<file path="src/rtl/tiny16_timer_irq_if.sv">
// tiny16 data-bus bundle seen by the memory-mapped timer.
// The CPU side is master; the timer window is slave.
interface tiny16_timer_irq_if;
    logic [15:0] address;
    logic [15:0] data_in;
    logic [15:0] data_out;
    logic        nwr;
    logic        mem_valid;
    logic        mem_ready;
    logic        selected;

    modport master (
        output address,
        output data_in,
        output nwr,
        output mem_valid,
        input  data_out,
        input  mem_ready,
        input  selected
    );

    modport slave (
        input  address,
        input  data_in,
        input  nwr,
        input  mem_valid,
        output data_out,
        output mem_ready,
        output selected
    );
endinterface

</file>
<file path="src/rtl/tiny16_timer_irq.sv">
// Programmable down-counting timer with interrupt request on the tiny16 bus.
// Four-word register window: CTRL, RELOAD, COUNT, STATUS.
module tiny16_timer_irq #(
    parameter logic [15:0] BASE_ADDR = 16'hFF00,
    parameter int unsigned PRESCALE  = 1
) (
    input  logic              clk,
    input  logic              nreset,
    tiny16_timer_irq_if.slave bus,
    output logic              interrupt,
    input  logic              in_interrupt
);

    localparam logic [15:0] PS_MAX = 16'(PRESCALE - 1);

    typedef enum logic [1:0] {
        IDLE,
        ACK,
        WAIT
    } state_t;

    state_t      state;
    logic        en;
    logic        irq_en;
    logic        auto_reload;
    logic        pending;
    logic [15:0] reload;
    logic [15:0] count;
    logic [15:0] prescaler;
    logic [15:0] rd_data;
    logic        hit;
    logic        wr;
    logic        wr_ctrl;
    logic        wr_reload;
    logic        wr_count;
    logic        wr_status;
    logic        tick;
    logic        expire;

    assign hit          = bus.mem_valid &&
                          (bus.address[15:2] == BASE_ADDR[15:2]);
    assign bus.selected = hit;

    // Writes commit only on the IDLE->ACK edge, so a held request cannot repeat.
    assign wr        = (state == IDLE) && hit && !bus.nwr;
    assign wr_ctrl   = wr && (bus.address[1:0] == 2'd0);
    assign wr_reload = wr && (bus.address[1:0] == 2'd1);
    assign wr_count  = wr && (bus.address[1:0] == 2'd2);
    assign wr_status = wr && (bus.address[1:0] == 2'd3);

    assign tick   = en && (prescaler == PS_MAX);
    assign expire = tick && (count == 16'd0);

    always_comb begin
        rd_data = '0;
        unique case (bus.address[1:0])
            2'd0: rd_data = {13'd0, auto_reload, irq_en, en};
            2'd1: rd_data = reload;
            2'd2: rd_data = count;
            2'd3: rd_data = {15'd0, pending};
            default: rd_data = '0;
        endcase
    end

    always_ff @(posedge clk or negedge nreset) begin
        if (!nreset) begin
            state         <= IDLE;
            bus.mem_ready <= 1'b0;
            bus.data_out  <= '0;
        end else begin
            unique case (state)
                IDLE: begin
                    if (hit) begin
                        state         <= ACK;
                        bus.mem_ready <= 1'b1;
                        bus.data_out  <= bus.nwr ? rd_data : 16'd0;
                    end
                end
                ACK: begin
                    state         <= WAIT;
                    bus.mem_ready <= 1'b0;
                    bus.data_out  <= '0;
                end
                WAIT: begin
                    if (!bus.mem_valid) begin
                        state <= IDLE;
                    end
                end
                default: begin
                    state         <= IDLE;
                    bus.mem_ready <= 1'b0;
                    bus.data_out  <= '0;
                end
            endcase
        end
    end

    always_ff @(posedge clk or negedge nreset) begin
        if (!nreset) begin
            en          <= 1'b0;
            irq_en      <= 1'b0;
            auto_reload <= 1'b0;
            reload      <= '0;
            count       <= '0;
            pending     <= 1'b0;
            prescaler   <= '0;
            interrupt   <= 1'b0;
        end else begin
            if (wr_ctrl) begin
                en          <= bus.data_in[0];
                irq_en      <= bus.data_in[1];
                auto_reload <= bus.data_in[2];
            end else if (expire && !auto_reload) begin
                en <= 1'b0;
            end

            if (wr_reload) begin
                reload <= bus.data_in;
            end

            if (wr_count) begin
                count <= bus.data_in;
            end else if (tick) begin
                if (count != 16'd0) begin
                    count <= count - 16'd1;
                end else if (auto_reload) begin
                    count <= reload;
                end
            end

            // An expiry on the same edge outranks both clear sources.
            if (expire) begin
                pending <= 1'b1;
            end else if (in_interrupt || (wr_status && bus.data_in[0])) begin
                pending <= 1'b0;
            end

            if (!en || wr_count || tick) begin
                prescaler <= '0;
            end else begin
                prescaler <= prescaler + 16'd1;
            end

            interrupt <= pending && irq_en && !in_interrupt;
        end
    end

endmodule

</file>
<file path="src/flat_wrapper.sv">
// flat-port wrapper written by rule: the top's interface ports become plain ports
module tiny16_timer_irq_flat 
#(
    parameter logic [15:0] BASE_ADDR = 16'hFF00,
    parameter int unsigned PRESCALE  = 1
)
  (clk, nreset, interrupt, in_interrupt, bus_address, bus_data_in, bus_nwr, bus_mem_valid, bus_data_out, bus_mem_ready, bus_selected);
  tiny16_timer_irq_if bus_i ();
  input  logic clk;
  input  logic nreset;
  output logic interrupt;
  input  logic in_interrupt;
  input wire logic [$bits(bus_i.address)-1:0] bus_address;
  input wire logic [$bits(bus_i.data_in)-1:0] bus_data_in;
  input wire logic [$bits(bus_i.nwr)-1:0] bus_nwr;
  input wire logic [$bits(bus_i.mem_valid)-1:0] bus_mem_valid;
  output wire logic [$bits(bus_i.data_out)-1:0] bus_data_out;
  output wire logic [$bits(bus_i.mem_ready)-1:0] bus_mem_ready;
  output wire logic [$bits(bus_i.selected)-1:0] bus_selected;
  assign bus_i.address = bus_address;
  assign bus_i.data_in = bus_data_in;
  assign bus_i.nwr = bus_nwr;
  assign bus_i.mem_valid = bus_mem_valid;
  assign bus_data_out = bus_i.data_out;
  assign bus_mem_ready = bus_i.mem_ready;
  assign bus_selected = bus_i.selected;
  tiny16_timer_irq #(.BASE_ADDR(BASE_ADDR), .PRESCALE(PRESCALE)) u_core (.clk(clk), .nreset(nreset), .bus(bus_i), .interrupt(interrupt), .in_interrupt(in_interrupt));
endmodule
</file>
<file path="config.mk">
export PLATFORM = sky130hd
export DESIGN_NAME = tiny16_timer_irq_flat
export DESIGN_NICKNAME = d
export VERILOG_FILES = /design/src/rtl/tiny16_timer_irq_if.sv /design/src/rtl/tiny16_timer_irq.sv /design/src/flat_wrapper.sv
export SDC_FILE = /design/constraint.sdc
export NUM_CORES = 1
export LEC_CHECK = 0
export BUFFER_PORTS_ARGS = -buffer_cell sky130_fd_sc_hd__buf_2
export CAP_MARGIN = 10
export CELL_PAD_IN_SITES_DETAIL_PLACEMENT = 0
export CELL_PAD_IN_SITES_GLOBAL_PLACEMENT = 1
export CORE_MARGIN = 2
export CORE_UTILIZATION = 40
export DETAILED_ROUTE_END_ITERATION = 12
export PLACE_DENSITY_LB_ADDON = 0.15
export SKIP_LAST_GASP = 1
export SYNTH_ARGS = -nofsm -noshare
export SYNTH_HDL_FRONTEND = slang
export SYNTH_SLANG_ARGS = --single-unit
export TNS_END_PERCENT = 30
</file>
<file path="constraint.sdc">
create_clock -name clk -period 6.19 [get_ports clk]
set_clock_uncertainty 0.2 [all_clocks]
set_input_delay 0.3095 -clock clk [delete_from_list [all_inputs] [get_ports clk]]
set_output_delay 0.3095 -clock clk [all_outputs]
set_load 0.02 [all_outputs]
</file>
==> impl_metrics.json, run 1 <==
{
  "synth-edff-count": 0,
  "postCtsSetupBuffers": 0,
  "run_status": "finished, violations left",
  "synth_area_leader_cell": "dfrtp_1",
  "grt_overflow": 0,
  "syn_avg_cell_area_sq_um": 9.820,
  "hold_slack_ps": -48.90,
  "drive_above_1_share_pct": 21.98,
  "place.detailed.hpwl_mm": 6.247,
  "cts_tree": "yes",
  "synth_seq_area_share_pct": 47.90,
  "crit_required_ps": 6260,
  "cts_made_buffers": 9,
  "antenna-diode-count": 0,
  "insertion_delay_ps": 360,
  "grt_pass1_vias": 3021,
  "netlist_top_cells_area": "dfrtp_1, o21ai_0, nand2_1",
  "wl_mm": 9.244,
  "synth_top_area_share_pct": 47.90,
  "die_area_sq_mm": 0.01019,
  "worst_pin_slew_ps": 1022,
  "critPathArrivalTime_ps": 3380,
  "vias": 3020,
  "clockRootBuffer": "clkbuf_8",
  "crit_fanout": 15,
  "drtIter0Drc": 112,
  "period_minus_slack_ps": 3311,
  "cp-start-kind": "flip-flop",
  "hold_class": "in2async",
  "coreArea_sq_mm": 0.009196,
  "ys_types": 54,
  "synthArstFlopShare_pct": 100.0,
  "drt-pass1-iter-count": 4,
  "cts.path.max_buffers": 2,
  "worst_ir_drop_vdd_mv": 0.1162,
  "slew_headroom_pct": 31.90,
  "die_w_microns": 101.0,
  "dpl-instance-area_sq_mm": 0.004133,
  "clock_sinks": 72,
  "synthToLayoutAreaGrowth_pct": 19.49,
  "criticalPathCategory": "reg2reg",
  "cts-htree-levels": 3,
  "crit_buf_inv": 2,
  "synth_warnings": 0,
  "syn_nets": 424,
  "antenna_found_initial": 0,
  "power-per-cell-area_mw_per_mm2": 249.8,
  "path_cells": "inv_1 > ha_1 > nor4b_1 > nand4_1 > a31oi_1 > buf_4 > a21boi_0 > o2bb2ai_1 > o21ai_0",
  "total_power_mw": 1.123,
  "cpPeakStageDelay_ps": 730,
  "nNetsFinal": 491,
  "wl_per_cell_microns": 16.33,
  "r2r-start": "u_core.prescaler[0]",
  "cp_top_family": "compound AO/OA/AOI/OAI gates",
  "ys_ff_latch": 72,
  "finalHoldViolCount": 33,
  "fin_crit_sh_pct": 53.48,
  "cp-startpoint": "u_core.prescaler[0]",
  "die_h_microns": 101.0,
  "slew_violations": 0,
  "io_pins": 56,
  "fp-row-count": 35,
  "clk_pin_slew_ps": 80,
  "preCtsSetupSlack_ps": 2665,
  "tns_ps": 0,
  "max-cap-violations": 0,
  "gp_congestion": 0.8043,
  "rsz0062_at_grt": "false",
  "cp-end-kind": "flip-flop",
  "finish.instance_area_sq_mm": 0.004494,
  "start_util_pct": 40.90,
  "grt_max_degree": 73,
  "synthesis.area_sq_mm": 0.003761,
  "fmax_mhz": 302.1,
  "via_per_inst": 5.336,
  "grt_usage_pct": 19.78,
  "syn_inst": 383,
  "crit_slowest_cell": "a31oi_1",
  "p_leak_nw": 2.026,
  "postRouteAntennaNets": 0,
  "fillCellCount": 889,
  "synth_flop_cell": "dfrtp_1",
  "violations": "hold timing",
  "portBuffers": 55,
  "drc_errors": 0,
  "fin_ws_ps": 2879,
  "setup_violations": 0,
  "grt_pass1_wl_mm": 15.61
}
[cell usage after synthesis, types with 2 or more instances]
| library cell | count |
|---|---|
| dfrtp_1 | 72 |
| nand2_1 | 42 |
| o21ai_0 | 37 |
| nor2_1 | 34 |
| nand3_1 | 22 |
| clkbuf_1 | 15 |
| a22oi_1 | 14 |
| inv_1 | 12 |
| xnor2_1 | 12 |
| xor2_1 | 11 |
| mux2_2 | 10 |
| mux2_4 | 10 |
| a21oi_1 | 8 |
| nor3_1 | 7 |
| and3_1 | 6 |
| mux2i_1 | 6 |
| a31oi_1 | 5 |
| ha_1 | 4 |
| nor2b_1 | 4 |
| o211ai_1 | 4 |
| o22ai_1 | 4 |
| a2bb2oi_1 | 3 |
| nand4_1 | 3 |
| nor4_1 | 3 |
| buf_6 | 2 |
| nand2b_1 | 2 |
| nand3b_1 | 2 |
| nor4b_1 | 2 |
| or4b_1 | 2 |
[where the power goes]
group / total, mW / switching (mW) / internal [mW]
registers: 0.532 / 0.0375 / 0.495
logic: 0.170 / 0.0844 / 0.0855
clock network: 0.421 / 0.183 / 0.237
total: 1.12 / 0.305 / 0.818
[per-stage QoR]
step	std cells	hold WS [ps]	utilization, %
floorplan	383	-186.1	-
global placement	536	255.5	44.94
detailed placement	536	265.2	44.94
CTS	566	0.4699	48.87
global route	566	2.998	48.87
finish	566	-48.90	48.87
[registers in the layout, summed over array words and instances, names as in the netlist, 2 cells and up]
| signal | cells |
|---|---|
| u_core.count | 16 |
| u_core.reload | 16 |
| u_core.state | 2 |
| u_core.prescaler | 16 |
| u_core.bus.data_out | 16 |
[final cells by class]
type,count,area [sq um],share of cell area (%)
clock inverters,5,80.08,1.782
inverters,12,45.04,1.002
multi-input cells,280,1827,40.65
flip-flops and latches,72,1802,40.09
repair buffers,75,460.4,10.24
well taps,111,138.9,3.090
clock buffers,11,141.4,3.146
[cells in the final DEF (no fill, tap or decap), types with 2 or more instances in the layout]
| cell | n |
|---|---|
| a21oi_1 | 8 |
| a22oi_1 | 14 |
| a2bb2oi_1 | 3 |
| a31oi_1 | 5 |
| and3_1 | 6 |
| buf_2 | 55 |
| buf_4 | 6 |
| bufinv_16 | 2 |
| clkbuf_8 | 10 |
| clkinvlp_4 | 2 |
| dfrtp_1 | 72 |
| dlygate4sd3_1 | 14 |
| ha_1 | 4 |
| inv_1 | 12 |
| mux2_2 | 10 |
| mux2_4 | 10 |
| mux2i_1 | 6 |
| nand2_1 | 42 |
| nand2b_1 | 2 |
| nand3_1 | 22 |
| nand3b_1 | 2 |
| nand4_1 | 3 |
| nor2_1 | 34 |
| nor2b_1 | 4 |
| nor3_1 | 7 |
| nor4_1 | 3 |
| nor4b_1 | 2 |
| o211ai_1 | 4 |
| o21ai_0 | 37 |
| o22ai_1 | 4 |
| or4b_1 | 2 |
| xnor2_1 | 12 |
| xor2_1 | 11 |
[routing by layer]
metal  wire length [microns]  global-route usage [%]  part of all wire [%]
met1                    4699                   28.94                    51
met2                    4067                   28.72                    44
met3                     343                   3.745                   3.7
met4                     133                   8.108                   1.4
met5                       0                       0                     0
[path summary, 6_finish.rpt]
check                                          to  depth (start not counted)  slack (ps)
hold / removal               u_core.bus.mem_ready                          2         -50
hold reg to reg            u_core.bus.data_out[4]                          2         270
setup reg to reg                  u_core.count[7]                          9        2880
min in group clk                  u_core.state[1]                          3          10
setup / recovery                  u_core.count[7]                          9        2880
max in group asynchronous     u_core.prescaler[5]                          2        5190
[cells by family (layout without fill, tap and decap cells)]
group                      count (synthesis)  count (layout)  synth area share [%]
DFF                                       72              72                 47.90
adders and majority gates                  4               4                 1.331
xor gates and xnor gates                  23              23                 5.356
and+or+nand+nor                          139             139                 18.20
muxes                                     27              27                 9.182
buffers and inverters                     31             103                 3.526
AOI/OAI and AO/OA                         87              87                 14.51
[what timing repair did]
item,4_1_cts,5_1_grt
endpoints found under the hold margin,19,0
hold buffers,14,0
resized for setup,0,0
No activity file was read; power rests on OpenSTA's default activity.
==> inputs of run 2 (changes only) <==
==> constraint.sdc (replaced) <==
create_clock -name clk -period 3.4 [get_ports clk]
set_clock_uncertainty 0.2 [all_clocks]
set_input_delay 0.17 -clock clk [delete_from_list [all_inputs] [get_ports clk]]
set_output_delay 0.17 -clock clk [all_outputs]
set_load 0.02 [all_outputs]
==> impl_metrics.json, run 2 (synthesized netlist as in run 1, its figures left out) <==
{
  "fin_ws_ps": 464.4,
  "clock_sinks": 72,
  "crit_required_ps": 3420,
  "crit_cells": 9,
  "drt-pass1-iter-count": 4,
  "worst_pin_slew_ps": 911.9,
  "total_power_mw": 1.968,
  "io_pins": 56,
  "criticalPathCategory": "in2reg",
  "period_minus_slack_ps": 2936,
  "r2r-start": "u_core.count[2]",
  "reg2reg_to": "u_core.count[5]",
  "fillCellCount": 881,
  "antenna-diode-count": 0,
  "grt_max_degree": 73,
  "die_h_microns": 101.0,
  "preCtsSetupSlack_ps": 575.3,
  "via_per_inst": 5.307,
  "die_w_microns": 101.0,
  "crit_fanout": 16,
  "drive_above_1_share_pct": 22.81,
  "path_cells": "dlygate4sd3_1 > buf_2 > or4b_1 > or4_4 > nor3_4 > nand2_2 > or3b_1 > buf_4 > mux2_4",
  "finalHoldViolCount": 0,
  "hold_class": "in2reg",
  "cp-start-kind": "input port",
  "p_leak_nw": 2.084,
  "vias": 3078,
  "cts_hold_buf": 21,
  "antenna_found_initial": 0,
  "cp_top_family": "simple AND/OR/NAND/NOR gates",
  "tns_ps": 0,
  "insertion_delay_ps": 340,
  "endpoint": "u_core.reload[6]",
  "clk_pin_slew_ps": 80,
  "postRouteAntennaNets": 0,
  "slew_headroom_pct": 39.21,
  "cts-htree-levels": 3,
  "coreArea_sq_mm": 0.009196,
  "max-cap-violations": 0,
  "grt_pass1_vias": 3009,
  "gp_congestion": 0.8104,
  "cp-startpoint": "bus_mem_valid",
  "cts.path.max_buffers": 2,
  "mostFrequentLayoutCells": "dfrtp_1, buf_2, nand2_1, o21ai_0, nor2_1",
  "cts_resized": 0,
  "run_status": "completed",
  "finish.instance_area_sq_mm": 0.004593,
  "reg2reg_setup_slack_ps": 780,
  "synthToLayoutAreaGrowth_pct": 22.12,
  "grt_overflow": 0,
  "cpPeakStageDelay_ps": 570,
  "start_util_pct": 40.90,
  "hold_slack_ps": 33.94,
  "slew_violations": 0,
  "crit_buf_inv": 3,
  "wl_per_cell_microns": 15.74,
  "mostFrequentLayoutCell": "dfrtp_1",
  "grt_pass1_wl_mm": 15.21,
  "cp-end-kind": "flip-flop",
  "clockRootBuffer": "clkbuf_8",
  "power-per-cell-area_mw_per_mm2": 428.5,
  "dpl-instance-area_sq_mm": 0.004185,
  "drtIter0Drc": 85,
  "die_area_sq_mm": 0.01019,
  "fin_crit_sh_pct": 86.34,
  "postCtsSetupBuffers": 0,
  "place.detailed.hpwl_mm": 6.156,
  "portBuffers": 55,
  "grt_usage_pct": 19.17,
  "nNetsFinal": 505,
  "rsz0062_at_grt": "false",
  "fmax_mhz": 340.6,
  "regArea_sq_mm": 0.001802,
  "fp-row-count": 35,
  "wl_mm": 9.129,
  "worst_ir_drop_vdd_mv": 0.2742,
  "critPathArrivalTime_ps": 2950,
  "cts_tree": "yes",
  "crit_slowest_cell": "or4_4",
  "drc_errors": 0,
  "setup_violations": 0,
  "rr_worst_depth": 7,
  "multi_input_area_sq_mm": 0.001827,
  "cts_made_buffers": 9
}
==> run 2: tightest hold or removal path, stage by stage <==
cell,delay (ps)
buf_2,150
nand3_1,70
o21ai_0,70
o21ai_0,70
==> run 2: layout make-up <==
cell class | instances | area share, %
clock buffer | 11 | 3.078
multi-input combinational | 280 | 39.77
timing repair buffer | 89 | 12.69
clock inverter | 5 | 1.226
tap | 111 | 3.024
sequential | 72 | 39.23
inverter | 12 | 0.9807
==> run 2: worst min-delay path by stage <==
stage	from	end	slack [ps]	cells past startpoint
3_5_place_dp	bus_data_in[8]	u_core.count[8]	200	3
6_report	bus_address[0]	u_core.pending	30	4
4_1_cts	bus_address[0]	u_core.pending	20	4
3_3_place_gp	bus_data_in[8]	u_core.count[8]	190	3
5_1_grt	bus_address[0]	u_core.pending	60	4
2_1_floorplan	nreset	u_core.auto_reload	-330	0
==> run 2: metal layers <==
layer  track usage, %  vias to the layer above  routed length, microns  part of all wire, %
met3            2.427                        9                     210                  2.3
met2            29.74                       57                    4050                   44
li1                 -                     1533                       -                    -
met4            7.069                        0                      93                  1.0
met5                0                        -                       0                    0
met1            27.54                     1479                    4775                   52
==> run 2: per-stage QoR <==
| step | instances | util, % |
|---|---|---|
| floorplan | 383 | - |
| global placement | 543 | 45.51 |
| detailed placement | 543 | 45.51 |
| CTS | 580 | 49.95 |
| global route | 580 | 49.95 |
| finish | 580 | 49.95 |
==> run 2: report_power, final <==
part	leakage [nW]	total, mW	switching [mW]	internal (mW)
sequential	0.951	0.967	0.0666	0.901
clock	0.0993	0.688	0.330	0.358
combinational	1.03	0.313	0.151	0.161
total	2.08	1.97	0.548	1.42
